**config.mk**
```make
export PLATFORM = sky130hd
export DESIGN_NAME = cipher_ram_ctrl_flat
export DESIGN_NICKNAME = d
export VERILOG_FILES = /design/src/rtl/cipher_pkg.sv /design/src/rtl/cipher_ram_if.sv /design/src/rtl/cipher_ram_ctrl.sv /design/src/flat_wrapper.sv
export SDC_FILE = /design/constraint.sdc
export NUM_CORES = 1
export LEC_CHECK = 0
export CORE_AREA = 3 3 169 171
export CTS_CLUSTER_DIAMETER = 100
export DETAILED_ROUTE_END_ITERATION = 8
export DIE_AREA = 0 0 172 174
export PLACE_DENSITY = 0.73
export SYNTH_ARGS = -nofsm -noshare
export SYNTH_HDL_FRONTEND = slang
export SYNTH_SLANG_ARGS = --single-unit
```
**constraint.sdc**
```tcl
create_clock -name clk -period 2.8 [get_ports clk]
set_clock_uncertainty 0.05 [all_clocks]
set_input_delay 0.28 -clock clk [delete_from_list [all_inputs] [get_ports clk]]
set_output_delay 0.28 -clock clk [all_outputs]
set_load 0.03 [all_outputs]
```
**src/rtl/cipher_pkg.sv**
```systemverilog
// Shared types for the block-cipher memory controller.
// Block and key widths are fixed by the cipher core.
package cipher_pkg;

    localparam int BLOCK_BYTES = 8;
    localparam int KEY_BYTES   = 16;

    typedef logic [63:0]  block_t;
    typedef logic [127:0] key_t;

    typedef enum logic [2:0] {
        IDLE,
        LOAD,
        KICK,
        WAIT,
        WRITE,
        FIN
    } ctrl_state_t;

endpackage

```
**src/rtl/cipher_ram_if.sv**
```systemverilog
// Host, RAM and cipher-core signals of the memory controller.
// master is the controller side, slave is the environment side.
interface cipher_ram_if
    import cipher_pkg::*;
#(
    parameter int ADDR_W = 8
);
    logic              start;
    logic              decrypt;
    logic              busy;
    logic              done;
    logic [ADDR_W-1:0] src_addr;
    logic [7:0]        src_dout;
    logic [ADDR_W-1:0] key_addr;
    logic [7:0]        key_dout;
    logic              dst_we;
    logic [ADDR_W-1:0] dst_addr;
    logic [7:0]        dst_din;
    logic              core_start;
    logic              core_decrypt;
    block_t            core_block;
    key_t              core_key;
    logic              core_done;
    block_t            core_result;

    modport master (
        input  start, decrypt, src_dout, key_dout,
        input  core_done, core_result,
        output busy, done, src_addr, key_addr,
        output dst_we, dst_addr, dst_din,
        output core_start, core_decrypt,
        output core_block, core_key
    );

    modport slave (
        output start, decrypt, src_dout, key_dout,
        output core_done, core_result,
        input  busy, done, src_addr, key_addr,
        input  dst_we, dst_addr, dst_din,
        input  core_start, core_decrypt,
        input  core_block, core_key
    );

endinterface

```
**src/rtl/cipher_ram_ctrl.sv**
```systemverilog
// Loads block and key from byte RAMs, runs the cipher core
// and writes the result back, MSB byte at the lowest address.
module cipher_ram_ctrl
    import cipher_pkg::*;
#(
    parameter int BLOCK_BYTES = cipher_pkg::BLOCK_BYTES,
    parameter int KEY_BYTES   = cipher_pkg::KEY_BYTES,
    parameter int ADDR_W      = 8,
    parameter int SRC_BASE    = 0,
    parameter int KEY_BASE    = 0,
    parameter int DST_BASE    = 0
) (
    input logic        clk,
    input logic        rst_n,
    cipher_ram_if.master bus
);

    localparam int CW = $clog2(KEY_BYTES + 1);
    typedef logic [CW-1:0] cnt_t;

    localparam cnt_t KB = cnt_t'(KEY_BYTES);
    localparam cnt_t BB = cnt_t'(BLOCK_BYTES);
    localparam cnt_t BL = cnt_t'(BLOCK_BYTES - 1);

    localparam logic [ADDR_W-1:0] SA = ADDR_W'(SRC_BASE);
    localparam logic [ADDR_W-1:0] KA = ADDR_W'(KEY_BASE);
    localparam logic [ADDR_W-1:0] DA = ADDR_W'(DST_BASE);

    ctrl_state_t state_q, state_d;
    cnt_t        cnt_q, cnt_d;
    logic        dec_q, dec_d;
    block_t      blk_q, blk_d;
    block_t      res_q, res_d;
    key_t        key_q, key_d;

    always_ff @(posedge clk or negedge rst_n) begin
        if (!rst_n) begin
            state_q <= IDLE;
            cnt_q   <= '0;
            dec_q   <= 1'b0;
            blk_q   <= '0;
            res_q   <= '0;
            key_q   <= '0;
        end else begin
            state_q <= state_d;
            cnt_q   <= cnt_d;
            dec_q   <= dec_d;
            blk_q   <= blk_d;
            res_q   <= res_d;
            key_q   <= key_d;
        end
    end

    assign bus.busy         = (state_q != IDLE);
    assign bus.core_decrypt = dec_q;
    assign bus.core_block   = blk_q;
    assign bus.core_key     = key_q;

    always_comb begin
        state_d        = state_q;
        cnt_d          = cnt_q;
        dec_d          = dec_q;
        blk_d          = blk_q;
        res_d          = res_q;
        key_d          = key_q;
        bus.done       = 1'b0;
        bus.src_addr   = '0;
        bus.key_addr   = '0;
        bus.dst_we     = 1'b0;
        bus.dst_addr   = '0;
        bus.dst_din    = '0;
        bus.core_start = 1'b0;

        unique case (state_q)
            IDLE: begin
                if (bus.start) begin
                    dec_d   = bus.decrypt;
                    cnt_d   = '0;
                    state_d = LOAD;
                end
            end
            LOAD: begin
                if (cnt_q < KB)
                    bus.key_addr = KA + ADDR_W'(cnt_q);
                if (cnt_q < BB)
                    bus.src_addr = SA + ADDR_W'(cnt_q);
                // Read data trails the address by one cycle
                if (cnt_q != '0)
                    key_d = {key_q[119:0], bus.key_dout};
                if (cnt_q != '0 && cnt_q <= BB)
                    blk_d = {blk_q[55:0], bus.src_dout};
                if (cnt_q == KB)
                    state_d = KICK;
                else
                    cnt_d = cnt_q + 1'b1;
            end
            KICK: begin
                bus.core_start = 1'b1;
                state_d        = WAIT;
            end
            WAIT: begin
                if (bus.core_done) begin
                    res_d   = bus.core_result;
                    cnt_d   = '0;
                    state_d = WRITE;
                end
            end
            WRITE: begin
                bus.dst_we   = 1'b1;
                bus.dst_addr = DA + ADDR_W'(cnt_q);
                bus.dst_din  = res_q[63:56];
                res_d        = {res_q[55:0], 8'h00};
                if (cnt_q == BL)
                    state_d = FIN;
                else
                    cnt_d = cnt_q + 1'b1;
            end
            FIN: begin
                bus.done = 1'b1;
                state_d  = IDLE;
            end
            default: state_d = IDLE;
        endcase
    end

endmodule

```
**src/flat_wrapper.sv**
```systemverilog
// flat-port wrapper written by rule: the top's interface ports become plain ports
module cipher_ram_ctrl_flat import cipher_pkg::*;
#(
    parameter int BLOCK_BYTES = cipher_pkg::BLOCK_BYTES,
    parameter int KEY_BYTES   = cipher_pkg::KEY_BYTES,
    parameter int ADDR_W      = 8,
    parameter int SRC_BASE    = 0,
    parameter int KEY_BASE    = 0,
    parameter int DST_BASE    = 0
)
  (clk, rst_n, bus_start, bus_decrypt, bus_src_dout, bus_key_dout, bus_core_done, bus_core_result, bus_busy, bus_done, bus_src_addr, bus_key_addr, bus_dst_we, bus_dst_addr, bus_dst_din, bus_core_start, bus_core_decrypt, bus_core_block, bus_core_key);
  cipher_ram_if #(.ADDR_W(ADDR_W)) bus_i ();
  input logic clk;
  input logic rst_n;
  input wire logic [$bits(bus_i.start)-1:0] bus_start;
  input wire logic [$bits(bus_i.decrypt)-1:0] bus_decrypt;
  input wire logic [$bits(bus_i.src_dout)-1:0] bus_src_dout;
  input wire logic [$bits(bus_i.key_dout)-1:0] bus_key_dout;
  input wire logic [$bits(bus_i.core_done)-1:0] bus_core_done;
  input wire logic [$bits(bus_i.core_result)-1:0] bus_core_result;
  output wire logic [$bits(bus_i.busy)-1:0] bus_busy;
  output wire logic [$bits(bus_i.done)-1:0] bus_done;
  output wire logic [$bits(bus_i.src_addr)-1:0] bus_src_addr;
  output wire logic [$bits(bus_i.key_addr)-1:0] bus_key_addr;
  output wire logic [$bits(bus_i.dst_we)-1:0] bus_dst_we;
  output wire logic [$bits(bus_i.dst_addr)-1:0] bus_dst_addr;
  output wire logic [$bits(bus_i.dst_din)-1:0] bus_dst_din;
  output wire logic [$bits(bus_i.core_start)-1:0] bus_core_start;
  output wire logic [$bits(bus_i.core_decrypt)-1:0] bus_core_decrypt;
  output wire logic [$bits(bus_i.core_block)-1:0] bus_core_block;
  output wire logic [$bits(bus_i.core_key)-1:0] bus_core_key;
  assign bus_i.start = bus_start;
  assign bus_i.decrypt = bus_decrypt;
  assign bus_i.src_dout = bus_src_dout;
  assign bus_i.key_dout = bus_key_dout;
  assign bus_i.core_done = bus_core_done;
  assign bus_i.core_result = bus_core_result;
  assign bus_busy = bus_i.busy;
  assign bus_done = bus_i.done;
  assign bus_src_addr = bus_i.src_addr;
  assign bus_key_addr = bus_i.key_addr;
  assign bus_dst_we = bus_i.dst_we;
  assign bus_dst_addr = bus_i.dst_addr;
  assign bus_dst_din = bus_i.dst_din;
  assign bus_core_start = bus_i.core_start;
  assign bus_core_decrypt = bus_i.core_decrypt;
  assign bus_core_block = bus_i.core_block;
  assign bus_core_key = bus_i.core_key;
  cipher_ram_ctrl #(.BLOCK_BYTES(BLOCK_BYTES), .KEY_BYTES(KEY_BYTES), .ADDR_W(ADDR_W), .SRC_BASE(SRC_BASE), .KEY_BASE(KEY_BASE), .DST_BASE(DST_BASE)) u_core (.clk(clk), .rst_n(rst_n), .bus(bus_i));
endmodule
```
* Word level (Yosys, flattened, before mapping)
Index checks and enable logic that the tools add are counted. Widths: inputs -> output; s select.
Operators by class: mux-type cells 21, $lt $le $gt $ge 3, reductions and logical operators 12, equal/unequal tests 13, $add $sub $neg 1
Operators with widths (number):
- $pmux 64 s2 | 1
- $mux 64 | 1
- $mux 5 | 7
- $mux 8 | 3
- $pmux 5 s4 | 1
- $pmux 3 s5 | 1
- $mux 3 | 4
- $ne 2x2->1 const B | 4
- $reduce_and 2->1 | 4
- $eq 3x2->1 const B | 2
- $eq 3x3->1 const B | 2
- $add 5x1->5 const B | 1
- $eq 5x3->1 const B | 1
- $eq 5x5->1 const B | 1
- $le 5x4->1 const B | 1
- $lt 5x4->1 const B | 1
- $lt 5x5->1 const B | 1
- $reduce_and 5->1 | 1
- $reduce_bool 5->1 | 1
- $ne 2x1->1 const B | 2
- $reduce_and 4->1 | 1
- $reduce_bool 4->1 | 1
- $eq 3x1->1 const B | 1
- $logic_not 3->1 | 1
- other kinds (4) | 6
Storage, ports and cells: word-level logic and storage cells 56, register bits after elaboration 265, output and inout bits 229

* Depth between registers and ports, before layout
Gate-level depths: netlist of the first run.
depth after elaboration 3, gate-level depth with buffers 7

* Worst setup path before layout of the first run
OpenSTA, ideal clock, no wires.
path type reg-to-output, from reg u_core.state_q[2], to out bus_src_addr[2], setup slack 423 ps, arrival time 2047 ps, cell stages (with the launch flop) 5, path through dfrtp_1 -> buf_6 -> or3b_1 -> buf_6 -> nor4b_1
On the way: cells in the longest elaborated chain, start to end 2
Ends and longest elaborated chain:
- from (decl) | RTL line cipher_ram_ctrl.sv:29 | ctrl_state_t state_q, state_d;
- from (signal assigned) | RTL line cipher_ram_ctrl.sv:45 | state_q <= state_d;
- $eq 3x1->1 | RTL line cipher_ram_ctrl.sv:74 | unique case (state_q)
- $mux 8 | RTL line cipher_ram_ctrl.sv:74
- to (decl) | RTL line flat_wrapper.sv:23 | output wire logic [$bits(bus_i.src_addr)-1:0] bus_src_addr;
No other way between the ends.

* Worst setup path in the final report of the first run
from reg u_core.state_q[1], to out bus_dst_we
On the way: cells in the longest elaborated chain, start to end 2
Ends and longest elaborated chain:
- $eq 3x3->1 | RTL line cipher_ram_ctrl.sv:74
- $mux 1 | RTL line cipher_ram_ctrl.sv:74
- to (decl) | RTL line flat_wrapper.sv:25 | output wire logic [$bits(bus_i.dst_we)-1:0] bus_dst_we;
No other way between the ends.

==> flow_summary.ini, run 1 <==
[pwr]
leakage_nw = 7.05
power_density_nw_per_um2 = 1580
p_clk_share_pct = 15.3
power.net_switching_mw = 9.57
pwr-share-comb_pct = 54.6
intPower_mw = 15.1
swShare_pct = 38.8
vdd_drop_max_v = 0.000752
pwr-share-seq_pct = 30.1
p_total_mw = 24.7

[routing]
drt_iter0_drc = 375
drt-total-wl_um = 28000
drc_errors = 0
drtAntennaViolNets = 0
dr.pass1.iters = 5
via_per_inst = 4.98
via_count = 7537
wire_per_inst_um = 18.5

[timing]
post-route-min-period_ns = 2.70
fin_setup_tns_ns = 0
setup_viol = 0
tightest_slew_ns = 0.674
finalHoldViolations = 0
drv_slew = 0
whs_ns = 0.242
fmaxAchievable_mhz = 371
relSlewSlack_pct = 55.1
rsz0062_at_grt = false
fin_crit_sh_pct = 96.3

[clock_network]
cts_inserted_buffers = 29
cts_sinks = 265
tritoncts = done
clkTransAtPathRegs_ns = 0.06
cts_buffer_depth = 3
root_buffer = clkbuf_16
clk_latency_ns = 0.53
htreeDepth = 1

[worst_setup_path]
rrSetupSlack_ns = 0.50
crit_type = reg -> out
worstSetupEndpointType = output port
cp_max_fo = 14
worstPathRequired_ns = 2.47
cp.arrival_ns = 2.37
critPathLaunchType = flip-flop

[place]
port_buffers = 301
dp_cells = 1461
hpwl_um = 19900
place.gp.congestion = 0.815
placed_cell_area_um2 = 14600

[layout]
nNetsFinal = 1239
finalNonFillerCells = 1512
diodes = 0
final_area_um2 = 15600
layout-drive-gt1-share_pct = 23.3
area_growth_pct = 36.4

[global_route]
grt_pass1_wl_um = 44300
grt_overflow = 0
grt_max_degree = 81
track_usage_pct = 18.3
first_global_vias = 7779
antenna_found_initial = 1

[logic_synthesis]
synth_edf_count = 0
yosysSeqAreaShare_pct = 58.1
ys_types = 46
synth_warnings = 0
ys_ff_latch = 265
synthFlopType = dfrtp_1
async_reset_ff_share_pct = 100
postSynthAreaPerCell_um2 = 13.4
syn_inst = 853
synth_area_um2 = 11400

[hold_path]
hold_class = in -> reg

[floorplan]
start_util_pct = 42.3
ioPinCount = 314
core_area_um2 = 27000
num_rows = 60
die_w_um = 172
die_y_um = 174
dieArea_um2 = 29900

[run_status]
status = finished clean

[flow_run]
drv_cap = 0
[power by group through the flow]
stage          logic [mW]  registers, mW  clock network (mW)
2_1_floorplan        7.11           9.84                   0
3_3_place_gp         13.3           7.42                   0
3_5_place_dp         13.6           7.48                   0
4_1_cts              13.6           7.45                3.89
5_1_grt              14.2           7.72                4.06
6_report             13.5           7.43                3.78
[placed cells by master, fill, tap and decap left out, types with 2 or more instances in the layout]
| master | instances |
|---|---|
| nand2b_1 | 2 |
| a31oi_1 | 58 |
| dlymetal6s2s_1 | 2 |
| mux2_4 | 117 |
| buf_12 | 11 |
| clkdlybuf4s50_1 | 283 |
| clkbuf_1 | 4 |
| nand2_1 | 134 |
| o21ai_0 | 3 |
| inv_1 | 5 |
| nor2_1 | 63 |
| clkbuf_16 | 29 |
| conb_1 | 12 |
| ha_1 | 2 |
| and2_1 | 13 |
| xnor2_1 | 2 |
| nor3_1 | 4 |
| and4bb_2 | 2 |
| nor4_1 | 3 |
| clkinvlp_4 | 3 |
| mux2_2 | 64 |
| or3b_4 | 2 |
| clkinv_2 | 7 |
| a21oi_1 | 11 |
| mux2_1 | 12 |
| bufinv_16 | 3 |
| dfrtp_1 | 265 |
| nand3_1 | 4 |
| clkbuf_8 | 4 |
| buf_4 | 24 |
| dlygate4sd2_1 | 3 |
[repair_timing]
item,4_1_cts,5_1_grt
hold endpoints to repair,75,0
gates resized for setup,5,2
endpoints found under the setup margin,7,2
cloned,0,0
hold buffers,1,0
setup buffers,0,0
[registers in the layout, summed over array words and instances (netlist names)]
signal and count:
u_core.bus.core_decrypt 1, u_core.cnt_q 5, u_core.bus.core_block 64, u_core.state_q 3, u_core.res_q 64, u_core.bus.core_key 128
[critical path: stages (launching register included)]
cell	delay [ns]
dfrtp_1	0.38
buf_4	0.19
or3b_4	0.45
inv_1	0.37
buf_4	0.26
buf_4	0.17
[logic make-up (layout without fill, tap and decap cells)]
family,after synthesis,count (layout),synth area share (%)
buf+inv,73,380,5.18
simple gates,238,238,9.09
xor+xnor,3,3,0.230
flops,265,265,58.1
other cells,1,12,0.0328
compound gates,77,77,4.23
fa+ha+maj,2,2,0.219
mux,194,194,23.0
[per-layer routing]
layer  up-vias  track usage, %  wire length [um]
met5         -               0                13
met2       265            30.8             13600
met4         2            3.86               495
li1       3498               -                 -
met3        41            4.46              2090
met1      3731            24.2             11800
[layout make-up]
class                   instances  area, um^2
inverters                       5        18.8
clock buffers                  37         796
multi-input cells             526        4250
flip-flops and latches        265        6630
repair buffers                325        3310
well taps                     341         427
clock inverters                13         148
fillers                      2140       11400
[cell usage after synthesis, types with 2 or more instances]
cell / n / area (um^2)
mux2_2: 64 / 721
buf_6: 10 / 113
nor4_1: 3 / 18.8
and4bb_2: 2 / 25.0
mux2_1: 12 / 135
dfrtp_1: 265 / 6630
clkbuf_1: 22 / 82.6
buf_2: 6 / 30.0
o21ai_0: 3 / 15.0
a21oi_1: 11 / 55.1
inv_1: 5 / 18.8
nand3_1: 4 / 20.0
a31oi_1: 58 / 363
nor3_1: 4 / 20.0
and2_1: 13 / 81.3
xnor2_1: 2 / 17.5
buf_4: 12 / 90.1
nand2_1: 134 / 503
mux2_4: 117 / 1760
nor2_1: 63 / 236
buf_12: 11 / 220
nand2b_1: 2 / 12.5
buf_1: 6 / 22.5
ha_1: 2 / 25.0
[final timing paths]
| kind | from | to | cells after the start |
|---|---|---|---|
| hold / removal | bus_core_result[7] | u_core.res_q[7]$_DFFE_PN0P_ | 3 |
| min in group asynchronous | rst_n | u_core.bus.core_block[38]$_DFFE_PN0P_ | 2 |
| hold reg to reg | u_core.bus.core_key[120]$_DFFE_PN0P_ | u_core.bus.core_key[120]$_DFFE_PN0P_ | 1 |
| max in group asynchronous | rst_n | u_core.bus.core_key[19]$_DFFE_PN0P_ | 3 |
| setup reg to reg | u_core.cnt_q[0]$_DFFE_PN0P_ | u_core.bus.core_block[30]$_DFFE_PN0P_ | 7 |
| setup / recovery | u_core.state_q[1]$_DFFE_PN0P_ | bus_dst_we | 5 |
[through the flow]
step,worst slack (ns),util [%]
2_1_floorplan,0.423,-
5_1_grt,0.00780,57.6
6_report,0.104,57.6
3_3_place_gp,0.406,54.1
3_5_place_dp,0.337,54.1
4_1_cts,0.0395,57.6
Power figures use the tool's default switching activity.
==> run 2: changes to the inputs <==
PLACE_DENSITY = not set   (was 0.73)
PLACE_DENSITY_LB_ADDON = 0.25   (was not set)
==> run 2 against run 1 <==
  * Largest power group unchanged
  * Critical path depth did not move
  * Critical endpoint unchanged
  * Sequential cell count did not move
  * Clock power rose by 5.6%
==> flow_summary.ini, run 2 (synthesis results as in run 1) <==
[run_status]
status = finished clean

[worst_setup_path]
cp_common_cell = buf_4
critical_path.cell_chain = buf_4, or3b_4, inv_1, buf_4, buf_4
reg2reg_depth = 7
worstSetupEndpointType = output port
max_stage_delay_ns = 0.44
timing.rr.end = u_core.bus.core_block[26]$_DFFE_PN0P_
rrSetupSlack_ns = 0.55
worstPathRequired_ns = 2.47
crit_type = reg -> out
critPathLaunchType = flip-flop
cp.arrival_ns = 2.38
cp_max_fo = 14
cp_slowest_cell = or3b_4
r2r-start = u_core.cnt_q[0]$_DFFE_PN0P_

[floorplan]
die_y_um = 174
ioPinCount = 314
num_rows = 60
core_area_um2 = 27000
dieArea_um2 = 29900
die_w_um = 172
start_util_pct = 42.3

[routing]
drt-total-wl_um = 27200
wire_per_inst_um = 17.9
via_per_inst = 4.94
drtAntennaViolNets = 0
drt_iter0_drc = 472
drc_errors = 0
dr.pass1.iters = 4
via_count = 7491

[layout]
finalNonFillerCells = 1515
nNetsFinal = 1239
final_cell_mix = 286 x clkdlybuf4s50_1, 265 x dfrtp_1, 134 x nand2_1
final_common_cell = clkdlybuf4s50_1
area_growth_pct = 36.9
fin_util_pct = 57.9
layout-drive-gt1-share_pct = 23.4
final_area_um2 = 15600
largest_reg_flops = 128

[global_route]
grt_max_degree = 114
grt_overflow = 0
first_global_vias = 7638
antenna_found_initial = 1
grt_pass1_wl_um = 43000
track_usage_pct = 17.7

[timing]
post-route-min-period_ns = 2.71
relSlewSlack_pct = 30.6
fmaxAchievable_mhz = 370
whs_ns = 0.243
fin_crit_sh_pct = 96.6
finalHoldViolations = 0
rsz0062_at_grt = false
drv_slew = 0
worst_slack_ns = 0.0942
tightest_slew_ns = 1.04
setup_viol = 0
fin_setup_tns_ns = 0

[flow_run]
drv_cap = 0

[place]
hpwl_um = 19000
pre_cts_ws_ns = 0.455
port_buffers = 301
dp_cells = 1461
placed_cell_area_um2 = 14600
place.gp.congestion = 0.782

[clock_network]
htreeDepth = 1
clkTransAtPathRegs_ns = 0.06
clk_latency_ns = 0.53
root_buffer = clkbuf_16
cts_sinks = 265
tritoncts = done
cts_buffer_depth = 3
cts_inserted_buffers = 29
post-cts-setup-buffers = 0

[pwr]
p_total_mw = 24.8
leakage_nw = 7.05
power_density_nw_per_um2 = 1590
vdd_drop_max_v = 0.000505

[hold_path]
hold_end = u_core.res_q[2]$_DFFE_PN0P_
min_path_cells = 3
hp-start = bus_core_result[2]
hold_class = in -> reg
run 2: critical path: cells and delay by family, from the launching register on:
kind	cells	cell delay, ns
buffers and inverters	4	1.03
AND/OR/NAND/NOR	1	0.44
flip-flops	1	0.38
run 2: repair_timing:
| item | 4_1_cts | 5_1_grt |
|---|---|---|
| hold endpoints to repair | 75 | 0 |
| pin swaps | 0 | 0 |
| gates cloned | 0 | 0 |
| resized for setup | 2 | 1 |
| setup endpoints to repair | 7 | 1 |
| hold buffers | 1 | 0 |
run 2: cell type report:
cell class,instances,area (um^2)
clock inverter,14,208
antenna,1,2.50
fill,2231,11400
tap,341,427
clock buffer,38,810
inverter,5,18.8
multi-input combinational,526,4250
sequential,265,6630
timing repair buffer,325,3300
run 2: where the power goes:
group          total (mW)  internal (mW)  switching [mW]
Combinational        13.5           7.02            6.43
Sequential           7.37           5.86            1.51
Clock                3.99           2.49            1.50
Total                24.8           15.4            9.45
run 2: worst max path at each step:
stage	from	to	slack [ns]
finish	u_core.state_q[1]$_DFFE_PN0P_	bus_dst_we	0.09
global placement	u_core.state_q[2]$_DFFE_PN0P_	bus_src_addr[2]	0.42
floorplan	u_core.state_q[2]$_DFFE_PN0P_	bus_src_addr[2]	0.42
CTS	u_core.state_q[1]$_DFFE_PN0P_	bus_dst_we	0.06
global route	u_core.state_q[1]$_DFFE_PN0P_	bus_dst_we	0.004
detailed placement	u_core.state_q[2]$_DFFE_PN0P_	bus_src_addr[2]	0.45
run 2: metal layers:
| metal | global-route usage (%) | part of all wire (%) | vias to the layer above |
|---|---|---|---|
| met4 | 4.46 | 2.2 | 0 |
| met5 | 0 | 0 | - |
| met2 | 28.9 | 48 | 225 |
| li1 | - | - | 3496 |
| met3 | 3.98 | 5.9 | 36 |
| met1 | 24.0 | 44 | 3734 |
==> run 3: changes to the inputs <==
CORE_AREA = 3 3 162 164   (was 3 3 169 171)
DIE_AREA = 0 0 165 167   (was 0 0 172 174)
HOLD_SLACK_MARGIN = 0.06   (was not set)
==> run 3 against run 2 <==
  * Utilization up 4.2 points
  * Highest routed layer unchanged
  * Clock power down 5%
  * Cell count down 1.1%
==> flow_summary.ini, run 3 (synthesis results as in run 1) <==
[hold_path]
hold_class = in -> async

[global_route]
first_global_vias = 7499
grt_pass1_wl_um = 41900
grt_max_degree = 81
antenna_found_initial = 0
grt_overflow = 0
track_usage_pct = 18.7

[worst_setup_path]
cp_slowest_cell = clkdlybuf4s50_1
critPathLaunchType = flip-flop
worstPathBufferInverterCount = 1
max_stage_delay_ns = 0.67
critical_path.cell_chain = or3b_4, nor2_8, and2_1, clkdlybuf4s50_1
crit_type = reg -> out
worstPathRequired_ns = 2.47
cp.arrival_ns = 2.36
cp_top_family = simple AND/OR/NAND/NOR gates
worstSetupEndpointType = output port
cp_max_fo = 9

[clock_network]
cts_inserted_buffers = 29
root_buffer = clkbuf_16
htreeDepth = 1
cts_buffer_depth = 3
post-cts-setup-buffers = 0
clk_latency_ns = 0.54
tritoncts = done
cts_sinks = 265
clkTransAtPathRegs_ns = 0.06

[place]
dp_cells = 1447
port_buffers = 301
pre_cts_ws_ns = 0.434
place.gp.congestion = 0.808
hpwl_um = 18600
placed_cell_area_um2 = 14600

[layout]
final_cell_mix = 285 x clkdlybuf4s50_1, 265 x dfrtp_1, 134 x nand2_1
fin_util_pct = 62.1
final_area_um2 = 15500
layout-drive-gt1-share_pct = 22.9
finalNonFillerCells = 1499
largest_reg_flops = 128
register_area_um2 = 6630
fillCellCount = 1983
diodes = 0
nNetsFinal = 1236
final_common_cell = clkdlybuf4s50_1
multi_input_area_um2 = 4250
area_growth_pct = 36.1

[pwr]
power_density_nw_per_um2 = 1580
leakage_nw = 7.02
vdd_drop_max_v = 0.000847
p_total_mw = 24.5

[timing]
fin_crit_sh_pct = 96.2
tightest_slew_ns = 0.633
drv_slew = 0
post-route-min-period_ns = 2.69
relSlewSlack_pct = 57.8
worst_slack_ns = 0.105
whs_ns = 0.228
fmaxAchievable_mhz = 371
finalHoldViolations = 0
rsz0062_at_grt = false
setup_viol = 0
fin_setup_tns_ns = 0

[floorplan]
die_y_um = 167
core_area_um2 = 25000
start_util_pct = 45.6
num_rows = 58
die_w_um = 165
ioPinCount = 314
dieArea_um2 = 27600

[routing]
dr.pass1.iters = 5
drtAntennaViolNets = 0
drc_errors = 0
drt_iter0_drc = 371
via_per_inst = 5.04
via_count = 7553
drt-total-wl_um = 26600
wire_per_inst_um = 17.8

[run_status]
status = finished clean

[flow_run]
drv_cap = 0
[run 3: cell count changes in the layout (fill, tap and decap cells not counted), sizes merged]
cell / previous run / this run
clkbuf: 38 / 42
clkinv: 6 / 4
diode: 1 / 0
inv: 6 / 5
dlymetal6s2s: 1 / 2
clkdlybuf4s50: 286 / 285
bufinv: 5 / 3
buf: 36 / 33
[run 3: worst paths after layout]
check / startpoint / to / slack, ns / cells after the start
setup / recovery: u_core.state_q[2]$_DFFE_PN0P_ / bus_key_addr[3] / 0.11 / 4
hold / removal: rst_n / u_core.bus.core_key[18]$_DFFE_PN0P_ / 0.23 / 2
setup reg to reg: u_core.cnt_q[0]$_DFFE_PN0P_ / u_core.bus.core_block[42]$_DFFE_PN0P_ / 0.43 / 7
hold reg to reg: u_core.bus.core_key[125]$_DFFE_PN0P_ / u_core.bus.core_key[125]$_DFFE_PN0P_ / 0.43 / 1
max in group asynchronous: rst_n / u_core.bus.core_key[31]$_DFFE_PN0P_ / 1.58 / 3
min in group clk: bus_core_result[41] / u_core.res_q[41]$_DFFE_PN0P_ / 0.24 / 3
[run 3: layout make-up]
class | instances | area share [%]
Clock buffer | 42 | 5.31
Clock inverter | 9 | 0.813
Inverter | 5 | 0.145
Multi-Input combinational cell | 526 | 27.3
Sequential cell | 265 | 42.7
Tap cell | 330 | 2.66
Timing Repair Buffer | 322 | 21.1
[run 3: repair_timing]
item                                    CTS  global route
hold buffers                              1             0
endpoints found under the hold margin    63             0
resized for setup                         3             2
endpoints found under the setup margin    7             2
[run 3: power breakdown]
part,internal [mW],switching (mW),total (mW),leakage (nW)
clock network,2.30,1.50,3.81,0.465
registers,5.86,1.52,7.38,3.11
logic,6.94,6.40,13.3,3.45
[run 3: per-layer routing]
layer  part of all wire [%]  up-vias  GRT usage, %
met3                    7.2       51          4.48
met1                     43     3759          25.0
met5                      0        -             0
met4                    2.4        0          5.43
met2                     47      243          30.4
li1                       -     3500             -
[run 3: worst register-to-register path: stages (launching register included)]
cell and delay (ns):
dfrtp_1 0.42, inv_1 0.16, ha_1 0.18, nor2b_1 0.28, xnor2_1 0.15, nand2_4 0.38, buf_12 0.28, mux2_2 0.36
